### config.mk
export PLATFORM = sky130hd
export DESIGN_NAME = health_ctrl
export DESIGN_NICKNAME = d
export VERILOG_FILES = /design/src/rtl/game_pkg.sv /design/src/rtl/frame_tick_gen.sv /design/src/rtl/health_ctrl.sv
export SDC_FILE = /design/constraint.sdc
export NUM_CORES = 1
export LEC_CHECK = 0
export BUFFER_PORTS_ARGS = -buffer_cell sky130_fd_sc_hd__buf_2
export CAP_MARGIN = 5
export CORE_ASPECT_RATIO = 0.8
export CORE_MARGIN = 1.5
export CORE_UTILIZATION = 55
export DETAILED_ROUTE_END_ITERATION = 10
export PLACE_DENSITY = 0.74
export SETUP_SLACK_MARGIN = 0.02
export SLEW_MARGIN = 20
export SYNTH_ARGS = -nofsm -noshare
export SYNTH_HDL_FRONTEND = slang
export SYNTH_SLANG_ARGS = --single-unit
### constraint.sdc
create_clock -name clk -period 2.6 [get_ports clk]
set_clock_uncertainty 0.15 [all_clocks]
set_input_delay 0.78 -clock clk [delete_from_list [all_inputs] [get_ports clk]]
set_output_delay 0.78 -clock clk [all_outputs]
set_load 0.01 [all_outputs]
### src/rtl/game_pkg.sv
// Shared game types: health FSM state enum, life limit, icon helper.
// Used by health_ctrl and the health drawer top level.
package game_pkg;

  typedef enum logic [1:0] {
    IDLE,
    ALIVE,
    INVULN,
    DEAD
  } health_state_t;

  localparam int MAX_LIVES = 3;

  // Thermometer code for the life icons: bit i set when h > i.
  function automatic logic [2:0] therm(input logic [1:0] h);
    therm = {h > 2'd2, h > 2'd1, h > 2'd0};
  endfunction

endpackage

### src/rtl/frame_tick_gen.sv
// Frame tick from vsync: one-cycle pulse one clk after a 0->1 is sampled.
// Ports: clk, rst (sync, active-high), vsync in; tick out (registered).
module frame_tick_gen (
  input  logic clk,
  input  logic rst,
  input  logic vsync,
  output logic tick
);

  logic vsync_q;

  always_ff @(posedge clk) begin
    if (rst) begin
      vsync_q <= 1'b0;
      tick    <= 1'b0;
    end else begin
      vsync_q <= vsync;
      tick    <= vsync & ~vsync_q;
    end
  end

endmodule

### src/rtl/health_ctrl.sv
// Player health FSM: lives, post-hit invulnerability with icon blink.
// Ports: clk, rst (sync, active-high), game_en, start, hit, heal, vsync in;
// health, health_en (to drawer health_en), icon_en (to drawer en),
// invuln, game_over out, all registered.
// Macro HEALTH_HEAL_EN enables heal; otherwise heal is ignored.
module health_ctrl
  import game_pkg::*;
#(
  parameter int MAX_HEALTH    = 3,
  parameter int INVULN_FRAMES = 120,
  parameter int BLINK_FRAMES  = 8
) (
  input  logic       clk,
  input  logic       rst,
  input  logic       game_en,
  input  logic       start,
  input  logic       hit,
  input  logic       heal,
  input  logic       vsync,
  output logic [1:0] health,
  output logic [2:0] health_en,
  output logic       icon_en,
  output logic       invuln,
  output logic       game_over
);

  localparam int FW = $clog2(INVULN_FRAMES + 1);
  localparam int BW = $clog2(BLINK_FRAMES + 1);
  localparam logic [1:0]    HMAX  = 2'(MAX_HEALTH);
  localparam logic [FW-1:0] FLAST = FW'(INVULN_FRAMES - 1);
  localparam logic [BW-1:0] BLAST = BW'(BLINK_FRAMES - 1);

  health_state_t state;
  logic [FW-1:0] frame_cnt;
  logic [BW-1:0] blink_cnt;
  logic          tick;

`ifndef HEALTH_HEAL_EN
  logic unused_heal;
  assign unused_heal = heal;
`endif

  frame_tick_gen u_tick (
    .clk  (clk),
    .rst  (rst),
    .vsync(vsync),
    .tick (tick)
  );

  always_ff @(posedge clk) begin
    if (rst) begin
      state     <= IDLE;
      health    <= 2'd0;
      health_en <= 3'b000;
      icon_en   <= 1'b0;
      invuln    <= 1'b0;
      game_over <= 1'b0;
      frame_cnt <= '0;
      blink_cnt <= '0;
    end else if (start) begin
      // start is honoured even while gameplay is frozen
      state     <= ALIVE;
      health    <= HMAX;
      health_en <= therm(HMAX);
      icon_en   <= 1'b1;
      invuln    <= 1'b0;
      game_over <= 1'b0;
      frame_cnt <= '0;
      blink_cnt <= '0;
    end else if (game_en) begin
      unique case (state)
        ALIVE: begin
          if (hit) begin
            if (health > 2'd1) begin
              state     <= INVULN;
              health    <= health - 2'd1;
              health_en <= therm(health - 2'd1);
              invuln    <= 1'b1;
              icon_en   <= 1'b0;
              frame_cnt <= '0;
              blink_cnt <= '0;
            end else begin
              state     <= DEAD;
              health    <= 2'd0;
              health_en <= 3'b000;
              game_over <= 1'b1;
            end
`ifdef HEALTH_HEAL_EN
          end else if (heal && health < HMAX) begin
            health    <= health + 2'd1;
            health_en <= therm(health + 2'd1);
`endif
          end
        end
        INVULN: begin
`ifdef HEALTH_HEAL_EN
          if (heal && health < HMAX) begin
            health    <= health + 2'd1;
            health_en <= therm(health + 2'd1);
          end
`endif
          if (tick) begin
            // counter holds frames already elapsed; expire on the last one
            if (frame_cnt == FLAST) begin
              state     <= ALIVE;
              invuln    <= 1'b0;
              icon_en   <= 1'b1;
              frame_cnt <= '0;
              blink_cnt <= '0;
            end else begin
              frame_cnt <= frame_cnt + FW'(1);
              if (blink_cnt == BLAST) begin
                blink_cnt <= '0;
                icon_en   <= ~icon_en;
              end else begin
                blink_cnt <= blink_cnt + BW'(1);
              end
            end
          end
        end
        default: ;
      endcase
    end
  end

endmodule

Yosys cells after proc, flatten, opt, wreduce, memory -nomap -nowiden
Index checks and enable logic that the tools add are counted.
{"block": "totals", "reg_bits": 23, "inputBits": 7, "wordCells": 89}
{"block": "op_classes", "n_addsub": 3, "n_lt_le_gt_ge": 4, "eq_ne": 13, "mux": 41, "bitwise_logic": 4, "n_reduce_logical": 13}
{"operator": "$mux W7", "count": 4}
{"operator": "$mux W4", "count": 5}
{"operator": "$mux W2", "count": 8}
{"operator": "$mux W3", "count": 5}
{"operator": "$reduce_and A5 Y1", "count": 3}
{"operator": "$mux W1", "count": 14}
{"operator": "$pmux W7 S2", "count": 1}
{"operator": "$reduce_and A6 Y1", "count": 2}
{"operator": "$ne A3 B3 Y1 const B", "count": 3}
{"operator": "$pmux W4 S2", "count": 1}
{"operator": "$reduce_bool A2 Y1", "count": 4}
{"operator": "$add A7 B1 Y7 const B", "count": 1}
{"operator": "$eq A7 B7 Y1 const B", "count": 1}
{"operator": "$gt A2 B1 Y1 const B", "count": 3}
{"operator": "$ne A2 B2 Y1 const B", "count": 3}
{"operator": "$add A4 B1 Y4 const B", "count": 1}
{"operator": "$eq A4 B3 Y1 const B", "count": 1}
{"operator": "$ne A4 B4 Y1 const B", "count": 1}
{"operator": "$pmux W1 S2", "count": 2}
{"operator": "$pmux W2 S2", "count": 1}
{"operator": "$reduce_and A4 Y1", "count": 1}
{"operator": "$ne A3 B2 Y1 const B", "count": 1}
{"operator": "$not A1 Y1", "count": 3}
{"operator": "$reduce_and A3 Y1", "count": 1}
{"operator": "8 further kinds", "count": 8}

Longest topological paths before layout
Gate-level depths: netlist of run 1.
{"block": "depth", "word_depth": 7, "depth_mapped": 6, "mapped_depth_nobuf": 5}

By module
From an unflattened synthesis of run 1, not the netlist that was laid out.
{"block": "unflattened", "cells_unflattened": 117, "hier_area_um2": 1087.3}
{"module": "health_ctrl", "n_inst": 1, "cells_per_inst": 113, "area_per_inst_um2": 1028.5, "seq_area_each_um2": 400.4}
{"module": "frame_tick_gen", "n_inst": 1, "cells_per_inst": 4, "area_per_inst_um2": 58.8, "seq_area_each_um2": 40.0}

Least setup slack after synthesis of run 1
OpenSTA, ideal clock, no wires.
{"block": "synth_path", "path_kind": "input to register", "start": "in hit", "end": "reg frame_cnt[5]", "setup_ns": 0.070, "arrival_ns": 1.707, "slack_ns": 0.672, "cell_stages": 6, "n_path_buf": 2, "path_cell_list": "and4b_1 -> buf_4 -> o21ai_2 -> buf_6 -> or3_1 -> a21oi_1"}
{"block": "synth_via", "elab_chain_len": 2}
{"element": "start: declaration", "line": "health_ctrl.sv:17", "text": "input logic hit,"}
{"element": "$ne A2 B2 Y1 (no source line)"}
{"element": "$reduce_and A5 Y1 (no source line)"}
{"element": "end signal: assignment", "line": "health_ctrl.sv:111", "text": "frame_cnt <= frame_cnt + FW'(1);"}
{"element": "end: declaration", "line": "health_ctrl.sv:34", "text": "logic [FW-1:0] frame_cnt;"}
No other way between the ends.
A chain may end at the register's enable or synchronous reset.

Final worst setup path of run 1
{"block": "layout_path", "start": "in hit", "end": "reg frame_cnt[2]"}
The elaborated chain is that of the path after synthesis.

==> impl_metrics.csv, run 1 <==
group,metric,value,unit
logic_synthesis,syn-cell-area,0.00102,mm²
power_and_ir_drop,sw_frac_of_total,23.6,%
flow_run,cap_viol_max_count,0,
die,die_h,41.5,µm
grt,grt_start_max_net_pins,13,
cells_and_area,diodes,0,
clock_tree,clockRootBuffer,"clkbuf_4",
timing,timing.final.crit_share,73.6,%
grt,antenna_found_initial,0,
die,core_region_area,0.00168,mm²
timing,setup_viol,0,
die,num_io_pins,15,
clock_tree,cts-resized-gates,0,
grt,grt_first_pass_wirelength,3210,µm
power_and_ir_drop,power.density,508,mW/mm²
power_and_ir_drop,switching_power,129,µW
clock_tree,cts_setup_buffers,0,
drt,first_pass_iters,4,
grt,track_usage,19.9,%
cells_and_area,final_common_cell,"dfxtp_1",
logic_synthesis,yosys.area.top_type,"dfxtp_1",
cells_and_area,finish.utilization,64.3,%
critical_path,crit_slowest_cell,"or4_1",
power_and_ir_drop,p_leak,0.437,nW
critical_path,worstPathRequired,2.68,ns
drt,num_vias,845,
cells_and_area,fillers,158,
cells_and_area,syn_to_final_growth,5.51,%
die,die_w,51.2,µm
drt,wl,1950,µm
timing,finalHoldViolCount,0,
critical_path,slowest_delay,0.43,ns
logic_synthesis,ys_top_cells_by_area,"dfxtp_1, nor2_1, a21oi_1",
critical_path,end_kind,"flop",
grt,busiest_layer,"met1",
grt,met1_usage,29.3,%
drt,routed_via_density,5.71,
logic_synthesis,avgSynthCellArea,8.51,µm²
timing,max_slew_margin,70.0,%
clock_tree,cts_made_buffers,3,
place,gp_congestion,0.778,
critical_path,arrival,1.99,ns
timing,rsz0062_at_grt,"no",
drt,wl_per_cell,13.2,µm
die,num_rows,13,
power_and_ir_drop,p_int,419,µW
cells_and_area,mostFrequentLayoutCells,"dfxtp_1, nor2_1, buf_2, a21oi_1, o21ai_0",
timing,fin_crit,1.91,ns
timing,setup_tns,0,ns
clock_tree,cts_hold_buf,0,
logic_synthesis,seq_area_frac_synth,43.1,%
timing,timing.hold.ws,0.242,ns
clock_tree,cts-htree-levels,1,
cells_and_area,nNetsFinal,137,
clock_tree,clk_latency,0.30,ns
place,dp_hpwl,1490,µm
drt,ant_nets,0,
grt,grt_pass1_vias,715,
logic_synthesis,synthCells,120,
place,port_buffers,13,
grt,grt_use_met3,5.76,%
power_and_ir_drop,p_clk_share,27.3,%
clock_tree,clkTransAtPathRegs,0.10,ns
die,start_util,60.9,%
critical_path,critPathLaunchType,"input port",
timing,slew_viol_final,0,
drt,drc,0,
timing,tightest_slew,0.450,ns
logic_synthesis,yosys_register_bits,22,
critical_path,critPathKind,"input port to flop",
critical_path,cp_max_fo,12,
grt,use_met2,28.6,%
clock_tree,cts_max_path_buffers,2,
logic_synthesis,yosys_warnings,0,
hold_path,hp-class,"flop to flop",
power_and_ir_drop,seq_power_share,64.5,%
cells_and_area,drive_above_1_share,13.5,%
critical_path,crit_chain,"buf_2 > and4b_1 > o21ai_2 > or4_1 > a21oi_1",
run_status,status,"completed",
power_and_ir_drop,p_comb_share,8.2,%
power_and_ir_drop,ir_drop,0.000461,V
die,die-area,0.00213,mm²
timing,max_freq,0.523,GHz
clock_tree,cts_tree,"built",
clock_tree,clock-sinks,22,
logic_synthesis,synth_top_cell_area_share,43.1,%
drt,drt_iter0_markers,11,
grt,globalRouteOverflowTotal,0,
logic_synthesis,ys_types,36,
logic_synthesis,synthesis.nets,129,
metal layers:
layer	share of wire [%]	wire (µm)	vias up
li1	-	-	434
met1	50	969	389
met2	44	856	20
met3	5.4	105	2
met4	0.97	19	0
met5	0	0	-
registers in the layout, summed over array words and instances (netlist names):
name and cells:
health_en 2, state 2, game_over 1, u_tick.tick 1, invuln 1, frame_cnt 7, icon_en 1, blink_cnt 4
u_tick.vsync_q 1, health 2
worst max-delay path, delay by kind of cell:
family	cells	cell delay, ns
AOI/OAI and AO/OA	2	0.35
buffers and inverters	1	0.10
and+or+nand+nor	2	0.76
synth_stat cells, drive strengths merged:
library cell / count
a2bb2oi: 1
nand4b: 1
nand4: 2
a31oi: 1
clkbuf: 4
dfxtp: 22
nor2: 19
nand3: 1
ha: 2
nand2: 5
xor2: 4
o21a: 1
and4b: 1
xnor2: 2
inv: 4
and3: 3
or3: 1
o211ai: 4
o311a: 1
nor3b: 1
a21o: 1
buf: 6
and4: 1
a211oi: 2
a21oi: 12
nor2b: 3
or4: 1
mux2i: 1
o21ai: 9
a22oi: 1
nand2b: 1
and3b: 2
kinds of logic after synthesis:
family                   after synthesis  share of synthesized area, %
adder cells (fa/ha/maj)                2                          2.45
buffers and inverters                 14                          7.23
AO/OA/AOI/OAI                         33                          19.7
AND/OR/NAND/NOR                       42                          21.3
XOR/XNOR                               6                          5.15
multiplexers                           1                         0.980
flip-flops                            22                          43.1
area by class of cell:
class                           instances  area (µm²)  share of cell area (%)
Multi-Input combinational cell         84         507                    47.0
Clock buffer                            3        22.5                    2.09
Inverter                                4        15.0                    1.39
Timing Repair Buffer                   13        65.1                    6.04
Tap cell                               22        27.5                    2.56
Sequential cell                        22         440                    40.9
power by group through the flow:
stage	combinational (mW)	clock [mW]	sequential [mW]
after global placement	0.0435	0	0.361
after floorplan	0.0300	0	0.363
final	0.0447	0.150	0.353
after detailed placement	0.0449	0	0.361
after CTS	0.0450	0.156	0.353
after global routing	0.0490	0.167	0.355
worst paths after layout:
path	depth (start not counted)	slack, ns	start	endpoint
hold / removal	1	0.24	u_tick.vsync_q	u_tick.tick
setup / recovery	5	0.69	hit	frame_cnt[2]
setup reg to reg	4	0.79	state[0]	frame_cnt[2]
hold reg to reg	1	0.24	u_tick.vsync_q	u_tick.tick
stage by stage:
step	total power [mW]	cell area, µm²	std cells	setup WS, ns
2_1_floorplan	0.393	1020	120	0.672
3_3_place_gp	0.404	1050	145	0.419
3_5_place_dp	0.406	1050	145	0.395
4_1_cts	0.554	1080	148	0.705
5_1_grt	0.571	1080	148	0.566
6_report	0.548	1080	148	0.686
Note: power is estimated with default switching activity, not from simulation.
==> run 2: changes to the inputs <==
Settings changed: CORE_UTILIZATION 55 to 54, PLACE_DENSITY 0.74 to 0.73.
Clock period 2.6 ns to 1.8 ns, I/O delays scaled along.
==> run 2 against run 1 <==
  * Clock power up 150%
  * Global-route usage rose by 2.2 points
  * Design area grew 11%
  * Worst setup slack lost 0.58 ns
  * Non-clock buffer count is 9 higher
  * First-iteration DRC count rose by 82%
==> impl_metrics.csv, run 2 (synthesis results as in run 1) <==
group,metric,value,unit
timing,slew_viol_final,0,
clock_tree,cts_tree,"built",
power_and_ir_drop,p_leak,0.495,nW
clock_tree,clk_latency,0.31,ns
flow_run,cap_viol_max_count,0,
cells_and_area,seq_area,444,µm²
hold_path,min_from,"u_tick.vsync_q",
clock_tree,cts-resized-gates,0,
place,placed_cell_area,0.00112,mm²
critical_path,critPathTopFamily,"compound AO/OA/AOI/OAI gates",
cells_and_area,fillers,143,
cells_and_area,syn_to_final_growth,17.2,%
die,die-area,0.00216,mm²
grt,track_usage,22.1,%
cells_and_area,nNetsFinal,146,
grt,grt_start_max_net_pins,14,
cells_and_area,top_regs,"frame_cnt x7, blink_cnt x4",
cells_and_area,top_register,"frame_cnt",
run_status,status,"completed",
critical_path,r2r_cells,6,
clock_tree,clockRootBuffer,"clkbuf_4",
critical_path,critPathKind,"flop to flop",
place,dp_hpwl,1530,µm
die,die_w,51.6,µm
drt,wl_per_cell,12.8,µm
timing,setup_viol,0,
critical_path,slowest_delay,0.35,ns
critical_path,r2r_end,"icon_en",
critical_path,rr_startpoint,"frame_cnt[0]",
clock_tree,clkTransAtPathRegs,0.12,ns
critical_path,regToRegSetupSlack,0.11,ns
grt,grt_first_pass_wirelength,3620,µm
cells_and_area,diodes,0,
clock_tree,cts_hold_buf,0,
hold_path,hold_end,"u_tick.tick",
timing,finalHoldViolCount,0,
timing,tightest_slew,0.288,ns
die,start_util,60.4,%
timing,max_freq,0.592,GHz
clock_tree,cts-htree-levels,1,
drt,routed_via_density,5.59,
timing,fin_crit,1.69,ns
cells_and_area,drive_above_1_share,25.7,%
drt,drt_iter0_markers,20,
timing,timing.hold.ws,0.241,ns
drt,num_vias,883,
die,die_h,41.9,µm
critical_path,crit_slowest_cell,"dfxtp_2",
critical_path,cp_num_buf_inv,1,
timing,max_slew_margin,80.8,%
grt,globalRouteOverflowTotal,0,
place,gp_congestion,0.771,
critical_path,crit_chain,"ha_2 > and4_2 > buf_4 > nand2_1 > a31oi_1 > o311a_1",
die,num_rows,13,
critical_path,cp_max_fo,4,
grt,antenna_found_initial,0,
drt,first_pass_iters,5,
hold_path,hp-class,"flop to flop",
critical_path,critPathLaunchType,"flop",
timing,rsz0062_at_grt,"no",
power_and_ir_drop,ir_drop,0.000698,V
clock_tree,cts_made_buffers,3,
clock_tree,clock-sinks,22,
die,num_io_pins,15,
clock_tree,cts_max_path_buffers,2,
drt,wl,2020,µm
timing,timing.final.crit_share,93.9,%
die,core_region_area,0.00169,mm²
clock_tree,cts_setup_buffers,0,
drt,drc,0,
cells_and_area,stdcell_area,0.00120,mm²
cells_and_area,mostFrequentLayoutCells,"nor2_1, dfxtp_1, buf_2, a21oi_1, buf_4",
critical_path,worstPathRequired,1.85,ns
place,port_buffers,13,
critical_path,arrival,1.74,ns
cells_and_area,multiInputGateArea,524,µm²
grt,grt_pass1_vias,798,
cells_and_area,largest_register_ffs,7,
drt,ant_nets,0,
power_and_ir_drop,power.density,800,mW/mm²
critical_path,end_kind,"flop",
hold_path,holdPathStages,1,
==> run 2: metal layers <==
metal	GRT usage, %	up-vias	share of wire [%]
met3	6.47	4	5.3
met1	32.1	407	51
met2	32.3	20	43
li1	-	452	-
met5	0	-	0
met4	4.74	0	1.1
==> run 2: area by class of cell <==
class                           instances  share of cell area (%)
Tap cell                               22                    2.30
Timing Repair Buffer                   22                    11.1
Clock buffer                            3                    1.88
Clock inverter                          1                    2.51
Multi-Input combinational cell         84                    43.8
Sequential cell                        22                    37.1
Inverter                                4                    1.26
==> run 2: worst max path at each step <==
stage                 start           end  slack (ns)  cells past startpoint
2_1_floorplan           hit  frame_cnt[5]        0.11                      6
3_3_place_gp            hit  frame_cnt[0]       -0.04                      5
5_1_grt        frame_cnt[0]       icon_en        0.05                      6
3_5_place_dp            hit  frame_cnt[2]       -0.06                      5
4_1_cts            state[0]  blink_cnt[1]        0.07                      4
6_report       frame_cnt[0]       icon_en        0.11                      6
==> run 2: report_power, final <==
part | switching (mW) | internal [mW]
combinational | 0.0411 | 0.0317
sequential | 0.0103 | 0.501
clock | 0.148 | 0.225
total | 0.199 | 0.758
==> run 2: metrics by stage <==
stage	utilization, %	power, mW	TNS, ns	setup slack (ns)	cells
final	70.7	0.957	0	0.110	158
after global routing	70.7	0.995	0	0.0496	158
after CTS	69.5	0.963	0	0.0652	158
after detailed placement	66.3	0.592	-0.286	-0.0585	154
after global placement	66.3	0.590	-0.236	-0.0412	154
after floorplan	-	0.568	0	0.112	120
